$ cat config.mk
export PLATFORM = sky130hd
export DESIGN_NAME = sap1_controller_sequencer
export DESIGN_NICKNAME = d
export VERILOG_FILES = /design/src/rtl/sap1_controller_sequencer.sv
export SDC_FILE = /design/constraint.sdc
export NUM_CORES = 1
export LEC_CHECK = 0
export ABC_AREA = 1
export BUFFER_PORTS_ARGS = -buffer_cell sky130_fd_sc_hd__buf_4
export CORE_UTILIZATION = 45
export CTS_CLUSTER_SIZE = 40
export DETAILED_ROUTE_END_ITERATION = 12
export GPL_TIMING_DRIVEN = 0
export PLACE_DENSITY = 0.82
export SLEW_MARGIN = 25
export SYNTH_ARGS = -nofsm -noshare
export SYNTH_HDL_FRONTEND = slang
export SYNTH_SLANG_ARGS = --single-unit
$ cat constraint.sdc
create_clock -name CLK -period 1.7 [get_ports CLK]
set_input_delay 0.255 -clock CLK [delete_from_list [all_inputs] [get_ports CLK]]
set_output_delay 0.255 -clock CLK [all_outputs]
set_load 0.02 [all_outputs]
$ cat src/rtl/sap1_controller_sequencer.sv
// SAP-1 controller-sequencer: six-state one-hot ring counter (T1..T6) plus the
// control-matrix decode producing the 12-bit control word and a sticky halt flag.
module sap1_controller_sequencer #(
  parameter logic [3:0] LDA_OP = 4'h0,
  parameter logic [3:0] ADD_OP = 4'h1,
  parameter logic [3:0] SUB_OP = 4'h2,
  parameter logic [3:0] OUT_OP = 4'hE,
  parameter logic [3:0] HLT_OP = 4'hF
) (
  input  logic        CLK,
  input  logic        CLR_N,
  input  logic [3:0]  OPCODE,
  output logic [5:0]  T,
  output logic [11:0] CON,
  output logic        HLT
);

  // Control word bit order: Cp Ep LM_N CE_N LI_N EI_N LA_N Ea Su Eu LB_N LO_N
  localparam logic [11:0] ConIdle  = 12'h3E3;
  localparam logic [11:0] ConT1    = 12'h5E3;
  localparam logic [11:0] ConT2    = 12'hBE3;
  localparam logic [11:0] ConT3    = 12'h263;
  localparam logic [11:0] ConIrMar = 12'h1A3;
  localparam logic [11:0] ConLda5  = 12'h2C3;
  localparam logic [11:0] ConAlu5  = 12'h2E1;
  localparam logic [11:0] ConAdd6  = 12'h3C7;
  localparam logic [11:0] ConSub6  = 12'h3CF;
  localparam logic [11:0] ConOut4  = 12'h3F2;

  typedef enum logic [5:0] {
    StT1 = 6'b000001,
    StT2 = 6'b000010,
    StT3 = 6'b000100,
    StT4 = 6'b001000,
    StT5 = 6'b010000,
    StT6 = 6'b100000
  } state_e;

  state_e state_q, state_d;
  logic   halt_q, halt_d;

  always_ff @(posedge CLK or negedge CLR_N) begin
    if (!CLR_N) begin
      state_q <= StT1;
      halt_q  <= 1'b0;
    end else begin
      state_q <= state_d;
      halt_q  <= halt_d;
    end
  end

  always_comb begin
    halt_d  = HLT;
    state_d = StT1;
    if (halt_d && (state_q == StT4)) begin
      state_d = StT4;
    end else begin
      case (state_q)
        StT1:    state_d = StT2;
        StT2:    state_d = StT3;
        StT3:    state_d = StT4;
        StT4:    state_d = StT5;
        StT5:    state_d = StT6;
        StT6:    state_d = StT1;
        // Any non-one-hot encoding falls back to T1.
        default: state_d = StT1;
      endcase
    end
  end

  always_comb begin
    T   = state_q;
    HLT = halt_q | ((state_q == StT4) && (OPCODE == HLT_OP));
    CON = ConIdle;
    if (CLR_N && !HLT) begin
      case (state_q)
        StT1: CON = ConT1;
        StT2: CON = ConT2;
        StT3: CON = ConT3;
        StT4: begin
          case (OPCODE)
            LDA_OP, ADD_OP, SUB_OP: CON = ConIrMar;
            OUT_OP:                 CON = ConOut4;
            default:                CON = ConIdle;
          endcase
        end
        StT5: begin
          case (OPCODE)
            LDA_OP:         CON = ConLda5;
            ADD_OP, SUB_OP: CON = ConAlu5;
            default:        CON = ConIdle;
          endcase
        end
        StT6: begin
          case (OPCODE)
            ADD_OP:  CON = ConAdd6;
            SUB_OP:  CON = ConSub6;
            default: CON = ConIdle;
          endcase
        end
        default: CON = ConIdle;
      endcase
    end
  end

endmodule
# ---- Word level (Yosys, flattened, before mapping)
# Cells that the tools add are included.
dict set report word_totals {
  regBits 7
  in_bits 6
  out_inout_bits 19
  elab_cells 27
}
dict set report op_classes {
  n_reduce_logical 7
  bitwise_logic 1
  n_eq_ne 10
  muxes 7
}
# operator count
set ops {}
lappend ops {{12-bit case mux with 6 select lines} 1}
lappend ops {{6-bit case mux with 5 select lines} 1}
lappend ops {{10-bit case mux with 2 select lines} 1}
lappend ops {{9-bit case mux with 2 select lines} 1}
lappend ops {{12-bit 2-to-1 mux} 1}
lappend ops {{6-bit case mux with 2 select lines} 1}
lappend ops {{4-bit equality test (second input constant)} 2}
lappend ops {{6-bit by 1-bit equality test with 1-bit output (second input constant)} 1}
lappend ops {{6-bit by 2-bit equality test with 1-bit output (second input constant)} 1}
lappend ops {{6-bit by 3-bit equality test with 1-bit output (second input constant)} 1}
lappend ops {{6-bit by 4-bit equality test with 1-bit output (second input constant)} 1}
lappend ops {{6-bit by 5-bit equality test with 1-bit output (second input constant)} 1}
lappend ops {{6-bit equality test (second input constant)} 1}
lappend ops {{6-bit 2-to-1 mux} 1}
lappend ops {{4-bit by 1-bit equality test with 1-bit output (second input constant)} 1}
lappend ops {{4-bit by 2-bit equality test with 1-bit output (second input constant)} 1}
lappend ops {{4-bit zero test} 1}
lappend ops {{1-bit logical AND} 3}
lappend ops {{3-bit OR reduction} 1}
lappend ops {{2-bit OR reduction} 1}
lappend ops {{1-bit zero test} 1}
lappend ops {{1-bit bitwise OR} 1}

# ---- Longest topological paths before layout
dict set report depth {
  depth_word 6
  depth_mapped 9
  mapped_depth_nobuf 9
}

# ---- Least setup slack after synthesis
# OpenSTA, ideal clock, no wires.
dict set report synth_timing {
  path_type {register -> output}
  from {register state_q[0] (netlist: T[0])}
  to {output port CON[2]}
  t_arrival_ns 1.428
  path_stages_with_launch 9
  setup_slack_ns 0.017
  required_time_ns 1.445
  n_path_buf 0
  cell_sequence {dfstp_2 > inv_1 > nand2_2 > nor2_2 > nand3_1 > nand3_2 > inv_2 > nand2_1 > nor2_1}
}
dict set report synth_between {
  elab_chain_len 6
  word_cells_on_any_way 12
  cone_classes {eq/ne: 6; mux: 2; bitwise: 1; reduce/logical: 3}
}
# item line
set synth_rtl {}
lappend synth_rtl {{start, declared} 39} ;# state_e state_q, state_d;
lappend synth_rtl {{start signal, assigned} 44} ;# state_q <= StT1;
lappend synth_rtl {{start signal, assigned} 47} ;# state_q <= state_d;
lappend synth_rtl {{6-bit by 4-bit equality test with 1-bit output} {73, 76}}
lappend synth_rtl {{1-bit logical AND} 73} ;# HLT = halt_q | ((state_q == StT4) && (OPCODE == HLT_OP));
lappend synth_rtl {{1-bit bitwise OR} 73}
lappend synth_rtl {{1-bit zero test} 75} ;# if (CLR_N && !HLT) begin
lappend synth_rtl {{1-bit logical AND} 75}
lappend synth_rtl {{12-bit 2-to-1 mux *} 75}
lappend synth_rtl {{end, declared} 14} ;# output logic [11:0] CON,
# Every way passes the cells marked *; elsewhere a longest branch is shown, timed or not.

# ---- Final worst setup path
dict set report layout_timing {
  from {register state_q[0] (netlist: T[0])}
  to {output port CON[4]}
}
# Same word-level chain as after synthesis.

==> metrics.cfg <==
[flow_run]
maxCapViolCount=0

[grt]
grt_max_degree=7
overflow=0
busiest_layer=met2
grt_util_met2=0.581
grt_use_met1=0.342
met3_usage=0.0756
grt_pass1_wl_mm=3.20
grt.total_usage=0.325
grt_pass1_vias=766
grt_antenna_before_repair=0

[critical_path]
r2r_cells=7
regToRegEndpoint=T[0]$_DFF_PN1_
critPathCapture=CON[4]
r2r_slack_ns=0.35
critPathLaunch=T[0]$_DFF_PN1_
path_class=flop to primary output
crit_path_end_kind=primary output
required_ns=1.44
cp-start-kind=flop
worst-path-max-fanout=3
r2r_start=T[0]$_DFF_PN1_
critPathArrivalTime_ns=1.83

[clock_network]
cts_tree=built
clkTransAtPathRegs_ns=0.05
htreeDepth=1
cts_buffer_depth=2
clkLatencyLatePin_ns=0.28
numClockSinks=7
cts-root-buf=clkbuf_4
cts_buffers=3

[worst_hold_path]
hold_path.class=input port to asynchronous set/reset pin

[timing]
worst_pin_slew_ns=0.369
slew-limit-headroom=0.753
max_freq_mhz=479
setup_viol=13
drv_slew=0
setup_ws_ns=-0.387
clock_skew_ns=0.0109
fin_crit_sh=1.23
min_period_ns=2.09
rsz0062_at_grt=true
hold_viol_final=0

[yosys]
synth-edff-count=0
syn_nets=111
syn-cell-area_um2=597
synth_top_area_share=0.252
async_flop_share=1.00
yosys_warnings=0
synth_top_cell_by_area=dfrtp_1
synth-main-ff-cell=dfrtp_1
avgSynthCellArea_um2=5.68
yosysMostFrequentCell=nand2_1
synth_area_leaders=dfrtp_1, nand2_1, nor2_1
seq_area_frac_synth=0.296
synth.distinct_cells=14
ys_top_cells_by_count=nand2_1, nor2_1, inv_1
syn_inst=105
ys_ff_latch=7

[route]
final_antenna_net_count=0
vias=958
wl_mm=3.01
vias_per_cell=6.06
drtPass1Iterations=5
post-route-drc-count=0
wl_per_cell_um=19.1
drt_iter0_drc=89

[outcome]
violations=negative setup slack
status=finished with violations

[finish]
multi_input_area_um2=492
fillers=44
layout.nets=151
layout-drive-gt1-share=0.556
regArea_um2=181
diodes=0
areaGrowthSynthToFinish_pct=81.3
final_area_um2=1080

[floorplan]
fp.coreArea_um2=1170
fp.dieW_um=38.4
pin_count=25
num_rows=12
dieArea_um2=1480
initial_core_util=0.510
die_h_um=38.4

[power]
power_density_nw_per_um2=347
finalPower_uw=376
ir_worst_vdd_v=0.000321
power.leakage_nw=0.533

[placement]
pre_cts_ws_ns=-0.00213
dp_hpwl_mm=1.37
globalplace.congestion=0.812
dpl_cell_area_um2=795
portBuffers=24

worst min-delay path by stage:
stage,endpoint,slack [ns]
floorplan,T[1]$_DFF_PN0_,-0.04
global placement,halt_q$_DFF_PN0_,0.07
detailed placement,halt_q$_DFF_PN0_,0.08
CTS,T[0]$_DFF_PN1_,0.50
global route,halt_q$_DFF_PN0_,0.50
finish,T[0]$_DFF_PN1_,0.50
cell usage in the layout (no fill, tap or decap):
cell type,count
nand3_2,4
dfrtp_1,2
buf_4,24
nor2_2,7
nor2_4,8
nand2_1,24
clkbuf_1,1
nand2_2,7
buf_6,9
inv_2,7
inv_1,10
dfrtp_2,4
o21ai_2,1
clkbuf_4,3
nand3_4,1
nand2_4,3
nand3_1,7
nand4_1,1
or2_1,1
nor2_1,16
dfstp_2,1
dlygate4sd3_1,2
o21ai_4,1
timing repair:
action                     in CTS  in global routing
gates resized for setup        17                 35
setup endpoints to repair      12                 13
hold endpoints to repair        6                  0
gates cloned                    0                  0
pin swaps                       7                  9
hold buffers                    2                  0
buffers inserted                4                  5
layout make-up:
class / instances / share of cell area
inverters: 17 / 0.0590
flip-flops and latches: 7 / 0.168
multi-input cells: 81 / 0.454
repair buffers: 35 / 0.279
well taps: 14 / 0.0162
clock buffers: 4 / 0.0243
logic make-up (layout without fill, tap and decap cells):
logic type / Yosys count / in the layout / synth area share
compound gates: 2 / 2 / 0.0168
buf+inv: 17 / 56 / 0.107
flops: 7 / 7 / 0.296
simple gates: 79 / 79 / 0.581
sequential cells by signal, indices dropped and copies added (netlist names):
register / cells
T: 6
halt_q: 1
metal layers:
metal  vias up  share of wire
met3        52           0.12
li1        395              -
met1       410           0.32
met4         0           0.10
met5         -              0
met2       101           0.46
worst max-delay path, cell delays in order, from the launching register on:
cell     delay (ns)
dfstp_2        0.57
inv_2          0.07
nor2_2         0.15
nand3_2        0.14
nand2_4        0.14
inv_2          0.07
nand3_1        0.10
nand2_1        0.08
nor2_1         0.09
buf_4          0.15
per-stage QoR:
step | hold slack, ns | instances | utilization | setup TNS (ns)
3_3_place_gp | 0.0746 | 143 | 0.678 | 0
2_1_floorplan | -0.0406 | 105 | - | 0
3_5_place_dp | 0.0785 | 143 | 0.678 | -0.00213
5_1_grt | 0.505 | 158 | 0.924 | -3.81
4_1_cts | 0.498 | 153 | 0.796 | -1.46
6_report | 0.495 | 158 | 0.924 | -3.46
power by group:
| group | total [mW] | internal, mW | switching (mW) |
|---|---|---|---|
| Combinational | 0.0383 | 0.0159 | 0.0225 |
| Sequential | 0.167 | 0.167 | 0 |
| Clock | 0.171 | 0.0907 | 0.0799 |
| Total | 0.376 | 0.273 | 0.102 |
Power figures use the tool's default switching activity.
